$ cat config.mk
export PLATFORM = sky130hd
export DESIGN_NAME = dmem_arbiter
export DESIGN_NICKNAME = d
export VERILOG_FILES = /design/src/rtl/dmem_pkg.sv /design/src/rtl/dmem_arbiter_rr_arb2.sv /design/src/rtl/dmem_arbiter.sv
export SDC_FILE = /design/constraint.sdc
export NUM_CORES = 1
export LEC_CHECK = 0
export ABC_AREA = 1
export ABC_CLOCK_PERIOD_IN_PS = 3350
export CAP_MARGIN = 20
export CELL_PAD_IN_SITES_DETAIL_PLACEMENT = 1
export CELL_PAD_IN_SITES_GLOBAL_PLACEMENT = 1
export CORE_UTILIZATION = 29
export CTS_BUF_LIST = sky130_fd_sc_hd__clkbuf_16
export DETAILED_ROUTE_END_ITERATION = 8
export PLACE_DENSITY_LB_ADDON = 0.3
export SYNTH_ARGS = -nofsm -noshare
export SYNTH_HDL_FRONTEND = slang
export SYNTH_SLANG_ARGS = --single-unit
$ cat constraint.sdc
create_clock -name clk -period 3.35 [get_ports clk]
set_input_delay 0.8375 -clock clk [delete_from_list [all_inputs] [get_ports clk]]
set_output_delay 0.8375 -clock clk [all_outputs]
set_load 0.01 [all_outputs]
$ cat src/rtl/dmem_pkg.sv
// Shared encodings for the data-memory arbiter: access sizes, FSM states and
// the alignment/extent helpers used to reject illegal accesses.
package dmem_pkg;

    localparam int unsigned ADDRESS_WIDTH_DEF = 12;
    localparam int unsigned DATA_WIDTH_DEF    = 32;

    localparam logic [1:0] SZ_WORD = 2'b00;
    localparam logic [1:0] SZ_BYTE = 2'b01;
    localparam logic [1:0] SZ_HALF = 2'b10;
    localparam logic [1:0] SZ_ILL  = 2'b11;

    typedef enum logic [1:0] {
        ST_IDLE   = 2'd0,
        ST_ACCESS = 2'd1,
        ST_RESP   = 2'd2
    } state_t;

    // Offset of the last byte touched, relative to the start address.
    function automatic logic [1:0] last_offset(input logic [1:0] size);
        case (size)
            SZ_WORD: return 2'd3;
            SZ_HALF: return 2'd1;
            default: return 2'd0;
        endcase
    endfunction

    function automatic logic misaligned(input logic [1:0] size, input logic [1:0] lo);
        case (size)
            SZ_WORD: return lo != 2'b00;
            SZ_HALF: return lo[0];
            SZ_BYTE: return 1'b0;
            default: return 1'b1;
        endcase
    endfunction

endpackage

$ cat src/rtl/dmem_arbiter_rr_arb2.sv
// Two-way round-robin arbiter; the priority pointer moves only when a grant
// is actually issued.
module rr_arb2 (
    input  logic       clk,
    input  logic       rst_n,
    input  logic       i_en,
    input  logic [1:0] i_req,
    output logic [1:0] o_gnt
);

    // Index of the port granted most recently; reset to 1 so port 0 wins first.
    logic r_last;

    always_comb begin
        o_gnt = '0;
        if (i_en) begin
            case (i_req)
                2'b01:   o_gnt = 2'b01;
                2'b10:   o_gnt = 2'b10;
                2'b11:   o_gnt = r_last ? 2'b01 : 2'b10;
                default: o_gnt = '0;
            endcase
        end
    end

    always_ff @(posedge clk) begin
        if (!rst_n) begin
            r_last <= 1'b1;
        end else if (|o_gnt) begin
            r_last <= o_gnt[1];
        end
    end

endmodule

$ cat src/rtl/dmem_arbiter.sv
// Arbitrates CPU (port 0) and loader/DMA (port 1) accesses onto a single
// data-memory port: grant, one RAM cycle, then a one-cycle done response.
module dmem_arbiter
    import dmem_pkg::*;
#(
    parameter int unsigned ADDRESS_WIDTH = ADDRESS_WIDTH_DEF,
    parameter int unsigned DATA_WIDTH    = DATA_WIDTH_DEF
) (
    input  logic                        clk,
    input  logic                        rst_n,
    input  logic [1:0]                  req_i,
    input  logic [1:0]                  we_i,
    input  logic [1:0][1:0]             size_i,
    input  logic [1:0][ADDRESS_WIDTH-1:0] addr_i,
    input  logic [1:0][DATA_WIDTH-1:0]  wdata_i,
    output logic [1:0]                  gnt_o,
    output logic [1:0]                  done_o,
    output logic                        err_o,
    output logic [DATA_WIDTH-1:0]       rdata_o,
    output logic                        ram_we_o,
    output logic [1:0]                  ram_type_o,
    output logic [ADDRESS_WIDTH-1:0]    ram_a_o,
    output logic [DATA_WIDTH-1:0]       ram_wd_o,
    input  logic [DATA_WIDTH-1:0]       ram_rd_i
);

    state_t                   r_state;
    state_t                   w_next;
    logic                     r_owner;
    logic                     r_we;
    logic [1:0]               r_size;
    logic [ADDRESS_WIDTH-1:0] r_addr;
    logic [DATA_WIDTH-1:0]    r_wdata;
    logic [DATA_WIDTH-1:0]    r_rdata;

    logic                     w_arb_en;
    logic [1:0]               w_gnt;
    logic                     w_sel;
    logic [ADDRESS_WIDTH:0]   w_end;
    logic                     w_err;

    // Arbiter is only enabled in IDLE and out of reset, so no grant can leak
    // while the latch is being cleared.
    assign w_arb_en = rst_n && (r_state == ST_IDLE);
    assign w_sel    = w_gnt[1];

    rr_arb2 u_arb (
        .clk   (clk),
        .rst_n (rst_n),
        .i_en  (w_arb_en),
        .i_req (req_i),
        .o_gnt (w_gnt)
    );

    // Carry out of the end-address sum means the access runs past the top.
    assign w_end = {1'b0, r_addr} + {{(ADDRESS_WIDTH-1){1'b0}}, last_offset(r_size)};
    assign w_err = (r_size == SZ_ILL) || misaligned(r_size, r_addr[1:0]) || w_end[ADDRESS_WIDTH];

    always_ff @(posedge clk) begin
        if (!rst_n) begin
            r_state <= ST_IDLE;
            r_owner <= 1'b0;
            r_we    <= 1'b0;
            r_size  <= SZ_WORD;
            r_addr  <= '0;
            r_wdata <= '0;
            r_rdata <= '0;
        end else begin
            r_state <= w_next;
            if (r_state == ST_IDLE && |w_gnt) begin
                r_owner <= w_sel;
                r_we    <= we_i[w_sel];
                r_size  <= size_i[w_sel];
                r_addr  <= addr_i[w_sel];
                r_wdata <= wdata_i[w_sel];
            end
            if (r_state == ST_ACCESS) begin
                r_rdata <= (!r_we && !w_err) ? ram_rd_i : '0;
            end
        end
    end

    always_comb begin
        w_next     = r_state;
        gnt_o      = '0;
        done_o     = '0;
        err_o      = 1'b0;
        rdata_o    = '0;
        ram_we_o   = 1'b0;
        ram_type_o = '0;
        ram_a_o    = '0;
        ram_wd_o   = '0;
        case (r_state)
            ST_IDLE: begin
                gnt_o = w_gnt;
                if (|w_gnt) w_next = ST_ACCESS;
            end
            ST_ACCESS: begin
                ram_we_o   = r_we && !w_err;
                ram_type_o = r_size;
                ram_a_o    = r_addr;
                ram_wd_o   = r_wdata;
                w_next     = ST_RESP;
            end
            ST_RESP: begin
                done_o  = r_owner ? 2'b10 : 2'b01;
                err_o   = w_err;
                rdata_o = r_rdata;
                w_next  = ST_IDLE;
            end
            default: w_next = ST_IDLE;
        endcase
    end

endmodule

Word level (Yosys, flattened, before mapping)
Cells that the tools add are included.

Bits in registers: 83. Bits of input ports: 130. Output and inout port bits: 84. Word-level logic and storage cells: 56.

$add $sub $neg: 1. Order comparisons: 1. Eq/ne operators: 9. Muxes and demuxes: 25. Reductions and logical operators: 12.

Operators with widths (count): 2-to-1 mux 32 bit (5); 2-to-1 mux 12 bit (3); 2-to-1 mux 2 bit (9); adder 12 x 2 -> 13 bit (1); equality test 2 bit (second input constant) (5); one-hot mux 2 bit (2 select lines) (2); equality test 2 x 1 -> 1 bit (second input constant) (3); one-hot mux 2 bit (3 select lines) (1); logical AND 1 bit (4); logical NOT 2 bit (2); 2-to-1 mux 1 bit (4); one-hot mux 1 bit (3 select lines) (1); logical NOT 1 bit (2); logical OR 1 bit (2); less-than comparator 1 x 2 -> 1 bit (second input constant) (1); != test 2 x 1 -> 1 bit (second input constant) (1); nonzero test 2 bit (1); OR reduction 2 bit (1).

Depth between registers and ports, before layout
Word-level depth: 7. Depth in mapped cells: 8.

Hierarchy
From an unflattened synthesis, not the netlist that was laid out.

Cells, all modules: 626. Area total of the unflattened synthesis: 4122.7 um2.

By module, submodules not included: dmem_arbiter (times used 1, cells an instance 615, area each 4055.1 um2); rr_arb2 (times used 1, cells an instance 11, area each 67.6 um2).

Worst setup path after synthesis
OpenSTA, ideal clock, no wires.

Path kind: input to output. Start: input port rst_n. End: output port gnt_o[1]. Data arrival time: 1.373 ns. Required time: 2.513 ns. Setup slack: 1.139 ns. Cell stages on the path: 4. Path buffers: 2. Cell sequence: buf_4 -> nand2_1 -> nor2_1 -> buf_2.

Longest elaborated chain between the ends: 3.

RTL lines: start, declared (RTL line dmem_arbiter.sv:10) `input logic rst_n,`; logical AND 1 bit (RTL line dmem_arbiter.sv:44) `assign w_arb_en = rst_n && (r_state == ST_IDLE);`; 2-to-1 mux 2 bit (RTL line dmem_arbiter_rr_arb2.sv:16) `if (i_en) begin`; 2-to-1 mux 2 bit (RTL line dmem_arbiter.sv:93) `case (r_state)`; end, declared (RTL line dmem_arbiter.sv:16) `output logic [1:0] gnt_o,`.

Every way passes these cells.

Final worst setup path
Start: input port req_i[0]. End: output port gnt_o[1].

Longest elaborated chain between the ends: 4. Elaborated cells on any way between the ends: 6.

RTL lines: start, declared (RTL line dmem_arbiter.sv:11) `input logic [1:0] req_i,`; equality test 2 bit / equality test 2 x 1 -> 1 bit (equally long branches) (RTL line dmem_arbiter_rr_arb2.sv:17) `case (i_req)`; one-hot mux 2 bit (3 select lines) * (RTL line dmem_arbiter_rr_arb2.sv:17); 2-to-1 mux 2 bit * (RTL line dmem_arbiter_rr_arb2.sv:16); 2-to-1 mux 2 bit * (RTL line dmem_arbiter.sv:93).

Every way passes the cells marked *; elsewhere a longest branch is shown, timed or not.

==> out/results.tsv <==
metric	value	unit
die_h	128	um
vdd_ir_drop_max	286	uV
cts_root_buf	clkbuf_16	
rsz0062_at_grt	no	
worst_pin_slew	1.02	ns
antenna_cells	0	
num_rows	45	
grt_first_pass_wirelength	25300	um
syn-instance-count	760	
antenna_found_initial	0	
area_growth	56.3	%
wire_per_inst	13.4	um
power_density	378	mW/mm2
cts.sink_count	83	
cp-start-kind	input pin	
syn_nets	891	
vias_per_cell	4.46	
seq_area_frac_synth	36.3	%
clock_path_buffers	2	
setup_viol	0	
grt.total_usage	19.8	%
worst_r2r_path_depth	7	
cts_tree	done	
ys_seq_elements	83	
initial_core_util	29.9	%
ys_types	20	
grt_pass1_vias	5075	
r2r_end	r_addr[4]	
post-dp-hpwl	10800	um
synth_area	0.00458	mm2
die_area	0.0163	mm2
fin_util	46.8	%
htreeDepth	3	
maxCapViolCount	0	
ant_nets	0	
yosys_warnings	0	
r2r_setup_slack	1.58	ns
cts_buffers	9	
clock_latency	0.34	ns
nFillCells	2011	
post-route-period-util	93.2	%
hp-class	register to register	
relSlewSlack	32.0	%
first_pass_iters	4	
synth-edff-count	0	
cts_resized	0	
fp.dieW	128	um
routed_wl	15600	um
overflow	0	
core	0.0153	mm2
hold_viol	0	
min_from	r_wdata[17]	
timing.fmax	320	MHz
place.gp.congestion	0.742	
num_vias	5178	
end_kind	primary output	
period_minus_slack	3.12	ns
crit_fanout	3	
nets	1075	
p_leak	2.99	nW
multiInputGateArea	0.00201	mm2
drc	0	
cp_data_required_time	2.51	ns
maxSlewViolCount	0	
synthArstFlopShare	0	%
drive_above_1_share	3.48	%
pin_count	214	
seqCellArea	0.00166	mm2
tns	0	ns
postCtsSetupRepairBufs	0	
hold_buffers	0	
finClkSkew	0.00895	ns
clkTransAtPathRegs	0.06	ns
cp.arrival	2.29	ns
drt_first_iter_violations	233	
worstSetupPathType	input pin to primary output	
r2r-start	r_state[1]	
synth-main-ff-cell	dfxtp_1	
grt_max_degree	65	
min_path_cells	2	
syn_avg_cell_area	6.03	um2
port_buffers	213	
holdPathEnd	r_wdata[17]	
outcome	completed	
-- state kept, by name, summed over array words and instances, names as in the netlist --
name,count
r_we,1
r_owner,1
r_wdata,32
r_rdata,32
r_size,2
r_addr,12
u_arb.r_last,1
r_state,2
-- cell usage after synthesis (2+ instances only) --
cell | number | area (um2)
buf_4 | 5 | 37.5
o21ai_0 | 32 | 160
buf_1 | 2 | 7.51
nand4_1 | 32 | 200
dfxtp_1 | 83 | 1660
nor2_1 | 89 | 334
buf_6 | 2 | 22.5
nand2_1 | 155 | 582
clkbuf_1 | 26 | 97.6
buf_2 | 18 | 90.1
nand3_1 | 49 | 245
inv_1 | 179 | 672
a21oi_1 | 81 | 405
-- layout make-up --
type                            count  share of cell area (%)
Timing Repair Buffer              226                    31.5
Multi-Input combinational cell    444                    28.1
Sequential cell                    83                    23.2
Inverter                          180                    9.43
Tap cell                          211                    3.68
Clock buffer                        9                    3.14
Clock inverter                      7                   0.961
-- critical path, stage by stage --
cell             delay (ns)
clkdlybuf4s50_1        0.49
nand2_1                0.14
nand2_1                0.09
nor2_4                 0.16
clkdlybuf4s50_1        0.56
-- kinds of logic after synthesis --
group / Yosys count / share of synthesized area [%]
flops: 83 / 36.3
fa+ha+maj: 1 / 0.273
compound gates: 116 / 12.9
buf+inv: 233 / 20.3
simple gates: 327 / 30.2
-- report_power, final --
group,switching (mW),internal (mW)
Combinational,0.310,0.296
Sequential,0.0433,1.07
Clock,0.417,0.574
-- metal layers --
metal / routed length, um / global-route usage [%]
met2: 7410 / 34.8
met3: 1010 / 5.51
met5: 0 / 0
met1: 6910 / 23.2
met4: 240 / 6.64
-- per-stage QoR --
step	hold slack (ns)	worst slack [ns]	total power, mW	cell area [um2]	cells
after CTS	0.470	0.211	2.75	7160	1160
after global placement	0.453	0.231	1.73	6870	1144
after detailed placement	0.460	0.212	1.75	6870	1144
after global routing	0.491	0.171	2.87	7160	1160
final	0.465	0.227	2.71	7160	1160
after floorplan	0.444	1.14	1.45	4580	760
-- layout by cell type, fill, tap and decap left out, drive strengths merged --
cell type      netlist  final
nand2              155    155
nand4               33     33
clkinv               0      4
ha                   1      1
o21ai               32     32
a211oi               1      1
clkbuf              26      9
dfxtp               83     83
bufinv               0      1
a21oi               81     81
o211ai               2      2
clkinvlp             0      3
nand3               49     49
clkdlybuf4s50        0    213
inv                180    179
buf                 27     13
nor2                90     90
-- how the worst max path moves through the flow --
stage	end	cells after the start	start
floorplan	gnt_o[1]	4	rst_n
global placement	gnt_o[1]	5	req_i[0]
detailed placement	gnt_o[1]	5	req_i[0]
CTS	gnt_o[1]	5	req_i[0]
global route	gnt_o[0]	4	req_i[0]
finish	gnt_o[1]	5	req_i[0]
No activity file was read; power rests on OpenSTA's default activity.
